**src/rtl/cache_control_if.sv**
```systemverilog
// Handshake bundle between the L1 cache control FSM, the CPU port, the cache datapath and L2/MM.
// master = the control FSM, slave = the surrounding CPU/datapath/memory side.
interface cache_control_if;
  logic cpu_read;
  logic cpu_write;
  logic cpu_resp;
  logic hit;
  logic dirty_out;
  logic ld_v;
  logic ld_tag;
  logic ld_data;
  logic ld_dirty;
  logic dirty_in;
  logic wr_mode;
  logic addr_sel;
  logic mem_read;
  logic mem_write;
  logic mem_resp;

  modport master (
    input  cpu_read, cpu_write, hit, dirty_out, mem_resp,
    output cpu_resp, ld_v, ld_tag, ld_data, ld_dirty, dirty_in, wr_mode, addr_sel,
           mem_read, mem_write
  );

  modport slave (
    output cpu_read, cpu_write, hit, dirty_out, mem_resp,
    input  cpu_resp, ld_v, ld_tag, ld_data, ld_dirty, dirty_in, wr_mode, addr_sel,
           mem_read, mem_write
  );
endinterface

```
**src/rtl/cache_control.sv**
```systemverilog
// Control FSM for the 2-way, 8-set L1 cache: hit/miss decision, dirty writeback, line allocate.
// Optional performance counters (hit_cnt, miss_cnt, wb_cnt) are built when CACHE_PERF_CNT_EN is defined.
module cache_control #(
  parameter int CNT_W = 32
) (
  input  logic              clk,
  input  logic              rst,
  cache_control_if.master   bus
`ifdef CACHE_PERF_CNT_EN
  ,
  output logic [CNT_W-1:0]  hit_cnt,
  output logic [CNT_W-1:0]  miss_cnt,
  output logic [CNT_W-1:0]  wb_cnt
`endif
);

  typedef enum logic [1:0] {
    IDLE      = 2'd0,
    COMPARE   = 2'd1,
    WRITEBACK = 2'd2,
    ALLOCATE  = 2'd3
  } state_t;

  state_t state_q;
  state_t state_d;

  // State register; reset aborts any in-flight transaction.
  always_ff @(posedge clk or negedge rst) begin
    if (!rst) begin
      state_q <= IDLE;
    end else begin
      state_q <= state_d;
    end
  end

  // Next-state decision.
  always_comb begin
    state_d = state_q;
    case (state_q)
      IDLE: begin
        if (bus.cpu_read || bus.cpu_write) begin
          state_d = COMPARE;
        end else begin
          state_d = IDLE;
        end
      end
      COMPARE: begin
        if (bus.hit) begin
          state_d = IDLE;
        end else if (bus.dirty_out) begin
          state_d = WRITEBACK;
        end else begin
          state_d = ALLOCATE;
        end
      end
      WRITEBACK: begin
        if (bus.mem_resp) begin
          state_d = ALLOCATE;
        end else begin
          state_d = WRITEBACK;
        end
      end
      ALLOCATE: begin
        if (bus.mem_resp) begin
          state_d = COMPARE;
        end else begin
          state_d = ALLOCATE;
        end
      end
      default: state_d = IDLE;
    endcase
  end

  // Moore outputs per state plus the Mealy terms on hit and mem_resp.
  always_comb begin
    bus.cpu_resp  = 1'b0;
    bus.ld_v      = 1'b0;
    bus.ld_tag    = 1'b0;
    bus.ld_data   = 1'b0;
    bus.ld_dirty  = 1'b0;
    bus.dirty_in  = 1'b0;
    bus.wr_mode   = 1'b0;
    bus.addr_sel  = 1'b0;
    bus.mem_read  = 1'b0;
    bus.mem_write = 1'b0;
    case (state_q)
      IDLE: begin
        bus.cpu_resp = 1'b0;
      end
      COMPARE: begin
        if (bus.hit) begin
          bus.cpu_resp = 1'b1;
          // A simultaneous read+write request is served as a write.
          if (bus.cpu_write) begin
            bus.ld_data  = 1'b1;
            bus.wr_mode  = 1'b1;
            bus.ld_dirty = 1'b1;
            bus.dirty_in = 1'b1;
          end else begin
            bus.ld_data  = 1'b0;
          end
        end else begin
          bus.cpu_resp = 1'b0;
        end
      end
      WRITEBACK: begin
        bus.mem_write = 1'b1;
        bus.addr_sel  = 1'b1;
      end
      ALLOCATE: begin
        bus.mem_read = 1'b1;
        bus.addr_sel = 1'b0;
        if (bus.mem_resp) begin
          bus.ld_data  = 1'b1;
          bus.wr_mode  = 1'b0;
          bus.ld_tag   = 1'b1;
          bus.ld_v     = 1'b1;
          bus.ld_dirty = 1'b1;
          bus.dirty_in = 1'b0;
        end else begin
          bus.ld_data  = 1'b0;
        end
      end
      default: begin
        bus.cpu_resp = 1'b0;
      end
    endcase
  end

`ifdef CACHE_PERF_CNT_EN
  logic             recmp_q;
  logic             recmp_d;
  logic [CNT_W-1:0] hit_cnt_q;
  logic [CNT_W-1:0] hit_cnt_d;
  logic [CNT_W-1:0] miss_cnt_q;
  logic [CNT_W-1:0] miss_cnt_d;
  logic [CNT_W-1:0] wb_cnt_q;
  logic [CNT_W-1:0] wb_cnt_d;

  // Counter updates; recmp marks the compare that follows a line fill so it is not a hit.
  always_comb begin
    recmp_d    = recmp_q;
    hit_cnt_d  = hit_cnt_q;
    miss_cnt_d = miss_cnt_q;
    wb_cnt_d   = wb_cnt_q;
    if (state_q == ALLOCATE && bus.mem_resp) begin
      recmp_d = 1'b1;
    end else if (state_q == COMPARE) begin
      recmp_d = 1'b0;
    end else begin
      recmp_d = recmp_q;
    end
    if (state_q == COMPARE && bus.hit && !recmp_q) begin
      hit_cnt_d = hit_cnt_q + CNT_W'(1);
    end else begin
      hit_cnt_d = hit_cnt_q;
    end
    if (state_q == COMPARE && !bus.hit) begin
      miss_cnt_d = miss_cnt_q + CNT_W'(1);
    end else begin
      miss_cnt_d = miss_cnt_q;
    end
    if (state_q == WRITEBACK && bus.mem_resp) begin
      wb_cnt_d = wb_cnt_q + CNT_W'(1);
    end else begin
      wb_cnt_d = wb_cnt_q;
    end
  end

  // Counter registers, cleared only by reset.
  always_ff @(posedge clk or negedge rst) begin
    if (!rst) begin
      recmp_q    <= 1'b0;
      hit_cnt_q  <= '0;
      miss_cnt_q <= '0;
      wb_cnt_q   <= '0;
    end else begin
      recmp_q    <= recmp_d;
      hit_cnt_q  <= hit_cnt_d;
      miss_cnt_q <= miss_cnt_d;
      wb_cnt_q   <= wb_cnt_d;
    end
  end

  assign hit_cnt  = hit_cnt_q;
  assign miss_cnt = miss_cnt_q;
  assign wb_cnt   = wb_cnt_q;
`endif

endmodule
```
**src/flat_wrapper.sv**
```systemverilog
// flat-port wrapper written by rule: the top's interface ports become plain ports
module cache_control_flat 
#(
  parameter int CNT_W = 32
)
  (clk, rst, bus_cpu_read, bus_cpu_write, bus_hit, bus_dirty_out, bus_mem_resp, bus_cpu_resp, bus_ld_v, bus_ld_tag, bus_ld_data, bus_ld_dirty, bus_dirty_in, bus_wr_mode, bus_addr_sel, bus_mem_read, bus_mem_write);
  cache_control_if bus_i ();
  input  logic clk;
  input  logic rst;
  input wire logic [$bits(bus_i.cpu_read)-1:0] bus_cpu_read;
  input wire logic [$bits(bus_i.cpu_write)-1:0] bus_cpu_write;
  input wire logic [$bits(bus_i.hit)-1:0] bus_hit;
  input wire logic [$bits(bus_i.dirty_out)-1:0] bus_dirty_out;
  input wire logic [$bits(bus_i.mem_resp)-1:0] bus_mem_resp;
  output wire logic [$bits(bus_i.cpu_resp)-1:0] bus_cpu_resp;
  output wire logic [$bits(bus_i.ld_v)-1:0] bus_ld_v;
  output wire logic [$bits(bus_i.ld_tag)-1:0] bus_ld_tag;
  output wire logic [$bits(bus_i.ld_data)-1:0] bus_ld_data;
  output wire logic [$bits(bus_i.ld_dirty)-1:0] bus_ld_dirty;
  output wire logic [$bits(bus_i.dirty_in)-1:0] bus_dirty_in;
  output wire logic [$bits(bus_i.wr_mode)-1:0] bus_wr_mode;
  output wire logic [$bits(bus_i.addr_sel)-1:0] bus_addr_sel;
  output wire logic [$bits(bus_i.mem_read)-1:0] bus_mem_read;
  output wire logic [$bits(bus_i.mem_write)-1:0] bus_mem_write;
  assign bus_i.cpu_read = bus_cpu_read;
  assign bus_i.cpu_write = bus_cpu_write;
  assign bus_i.hit = bus_hit;
  assign bus_i.dirty_out = bus_dirty_out;
  assign bus_i.mem_resp = bus_mem_resp;
  assign bus_cpu_resp = bus_i.cpu_resp;
  assign bus_ld_v = bus_i.ld_v;
  assign bus_ld_tag = bus_i.ld_tag;
  assign bus_ld_data = bus_i.ld_data;
  assign bus_ld_dirty = bus_i.ld_dirty;
  assign bus_dirty_in = bus_i.dirty_in;
  assign bus_wr_mode = bus_i.wr_mode;
  assign bus_addr_sel = bus_i.addr_sel;
  assign bus_mem_read = bus_i.mem_read;
  assign bus_mem_write = bus_i.mem_write;
  cache_control #(.CNT_W(CNT_W)) u_core (.clk(clk), .rst(rst), .bus(bus_i));
endmodule
```
**config.mk**
```make
export PLATFORM = sky130hd
export DESIGN_NAME = cache_control_flat
export DESIGN_NICKNAME = d
export VERILOG_FILES = /design/src/rtl/cache_control_if.sv /design/src/rtl/cache_control.sv /design/src/flat_wrapper.sv
export SDC_FILE = /design/constraint.sdc
export NUM_CORES = 1
export LEC_CHECK = 0
export CORE_AREA = 2 2 39 41
export CTS_CLUSTER_DIAMETER = 60
export DETAILED_ROUTE_END_ITERATION = 7
export DIE_AREA = 0 0 41 43
export DONT_BUFFER_PORTS = 1
export SYNTH_ARGS = -nofsm -noshare
export SYNTH_HDL_FRONTEND = slang
export SYNTH_SLANG_ARGS = --single-unit
```
**constraint.sdc**
```tcl
create_clock -name clk -period 0.9 [get_ports clk]
set_input_delay 0 -clock clk [delete_from_list [all_inputs] [get_ports clk]]
set_output_delay 0 -clock clk [all_outputs]
set_load 0.01 [all_outputs]
```
==> impl_metrics.toml <==
[run_status]
status = "complete, but fails checks"
violations = "setup timing"

[worst_setup_path]
crit_family = "flip-flops"
worstSetupPathType = "register to primary output"
critPathSlowestCell = "dfrtp_1"
path_max_fanout = 5
arrival_ps = 1070
critical_path_buf_inv_count = 0
critical_path.max_stage_delay_ps = 400
path_cells = "and3_4 > a31o_4"
start_kind = "register"
critPathCaptureType = "primary output"
cp.required_ps = 900

[global_routing]
grt_max_degree = 6
grt_pass1_vias = 169
track_usage_pct = 6.526
antenna_found_initial = 0
grt_pass1_wl_um = 669
grt_overflow = 0

[timing]
min_period_ps = 1073
fin_hold_ws_ps = 10.53
rsz0062_at_grt = "true"
finalSetupViolCount = 11
drv_slew = 0
post-route-period-util_pct = 119.2
worst_slack_ps = -173.0
slew_headroom_pct = 87.65
fin_skew_ps = 3.595
fmaxAchievable_ghz = 0.9320
finalHoldViolations = 0
tightest_slew_ps = 183.9

[routing]
firstDrtPassIters = 1
viasPerCell = 3.977
wl_per_cell_um = 10.67
drt_iter0_markers = 0
routed-via-count = 171
drc = 0
drt_wl_total_um = 459
final_antenna_net_count = 0

[synth]
syn_area_sq_um = 181.4
synthCells = 20
synth_top_cell_area_share_pct = 27.59
synth_top_cells_by_count = "4 x buf_4, 2 x and2_2, 2 x dfrtp_1"
synth.area.top_cells = "dfrtp_1 28%, buf_4 17%, and2_2 8.3%, nor2b_4 7.6%, and3_4 6.2%"
yosysTopAreaCell = "dfrtp_1"
synth_cell_types = 15
synth_most_common_cell = "buf_4"
yosysWarnings = 0
yosysSeqAreaShare_pct = 27.59
avgSynthCellArea_sq_um = 9.071
syn_nets = 27
synthFlopType = "dfrtp_1"
ys_seq_elements = 2
synth_edf_count = 0
synthArstFlopShare_pct = 100.0

[floorplanning]
io_pins = 17
die_h_um = 43
die_x_um = 41
row_count = 14
die_area_sq_um = 1763
fp.coreArea_sq_um = 1384
floorplan.initialDensity_pct = 13.11

[power_and_ir_drop]
switching_power_mw = 0.3782
power.density_nw_per_um2 = 3268
swShare_pct = 39.19
total_power_mw = 0.9650
p_seq_share_pct = 20.7
clock_power_share_pct = 20.5
vdd_drop_max_uv = 632.1
comb_power_share_pct = 58.7
p_int_mw = 0.5868
p_leak_nw = 0.1227

[placed_design]
portBuffers = 0
dp_hpwl_um = 338.7
gp_congestion = 0.5951

[final_layout]
largest_registers = "u_core.state_q (2)"
syn_to_final_growth_pct = 62.76
nets = 36
largest_reg_flops = 2
drive_above_1_share_pct = 59.26
regMostFlops = "u_core.state_q"
insertedDiodeCount = 0
nFillCells = 153

[cts]
cts_tree = "built"
clkSinkCount = 2
clk_pin_slew_worst_paths_ps = 30
cts_made_buffers = 3
cts_buffer_depth = 2
clock_latency_ps = 220
htree_num_levels = 1
root_buffer = "clkbuf_4"

[min_path]
hold_class = "input pin to asynchronous set/reset pin"

[job]
cap_violations = 0
metal layers:
metal / wire, um / up-vias / global-route usage (%)
met1: 172 / 79 / 7.395
met3: 59 / 0 / 3.665
li1: - / 82 / -
met5: 0 / - / 0
met2: 227 / 10 / 7.187
met4: 0 / 0 / 8.000
worst reg2reg max path, delay by kind of cell (launching register included):
kind            cells  cell delay [ps]
flops               1              430
buf+inv             1              150
simple gates        1              190
compound gates      1               70
power by group through the flow:
stage / registers (mW) / logic [mW] / clock network, mW
4_1_cts: 0.199 / 0.557 / 0.213
5_1_grt: 0.210 / 0.610 / 0.225
6_report: 0.200 / 0.567 / 0.198
3_3_place_gp: 0.205 / 0.454 / 0
2_1_floorplan: 0.195 / 0.438 / 0
3_5_place_dp: 0.203 / 0.456 / 0
through the flow:
stage	setup TNS, ps	worst slack (ps)	util (%)	instance area, sq um	std cells
global placement	-43.59	-43.59	15.01	207.7	35
detailed placement	-8.022	-8.022	15.01	207.7	35
CTS	-1347	-173.0	20.71	286.5	43
finish	-1231	-173.0	21.34	295.3	43
floorplan	-57.41	-57.41	-	202.7	20
global route	-1820	-223.7	21.34	295.3	43
timing repair:
action,in CTS,in global routing
endpoints found under the hold margin,4,0
hold buffers,3,0
pin swaps,1,1
buffers inserted,2,0
endpoints found under the setup margin,11,11
resized for setup,3,1
final cells by class:
class	count	area (sq um)	share of cell area (%)
Sequential cell	2	51.30	17.37
Inverter	1	3.754	1.271
Multi-Input combinational cell	13	126.4	42.80
Timing Repair Buffer	8	71.32	24.15
Tap cell	16	20.02	6.780
Clock buffer	3	22.52	7.627
cells by family (layout without fill, tap and decap cells):
| family | Yosys count | in the layout | synth area share [%] |
|---|---|---|---|
| AOI/OAI and AO/OA | 3 | 3 | 11.72 |
| DFF | 2 | 2 | 27.59 |
| buffers and inverters | 5 | 12 | 18.62 |
| and+or+nand+nor | 10 | 10 | 42.07 |
worst paths after layout:
kind	start	endpoint	slack, ps	cells past startpoint
setup / recovery	u_core.state_q[0]	bus_ld_data	-170	2
hold / removal	rst	u_core.state_q[0]	10	1
setup reg to reg	u_core.state_q[1]	u_core.state_q[0]	-70	3
hold reg to reg	u_core.state_q[0]	u_core.state_q[1]	590	2
max in group asynchronous	rst	u_core.state_q[1]	750	1
min in group clk	bus_mem_resp	u_core.state_q[0]	20	2
cells in the final DEF, fill, tap and decap left out:
| cell | Yosys | layout |
|---|---|---|
| a211oi_1 | 1 | 1 |
| a21oi_1 | 1 | 1 |
| a31o_4 | 0 | 1 |
| and2_2 | 2 | 2 |
| and3_4 | 1 | 2 |
| buf_4 | 4 | 4 |
| buf_6 | 0 | 1 |
| clkbuf_4 | 0 | 3 |
| dfrtp_1 | 2 | 1 |
| dfrtp_2 | 0 | 1 |
| dlygate4sd3_1 | 0 | 3 |
| inv_1 | 1 | 1 |
| nand2b_1 | 1 | 1 |
| nor2_1 | 1 | 1 |
| nor2b_4 | 1 | 1 |
| nor3b_1 | 1 | 1 |
| nor4_4 | 0 | 1 |
| or2_1 | 1 | 1 |
Note: power is estimated with default switching activity, not from simulation.
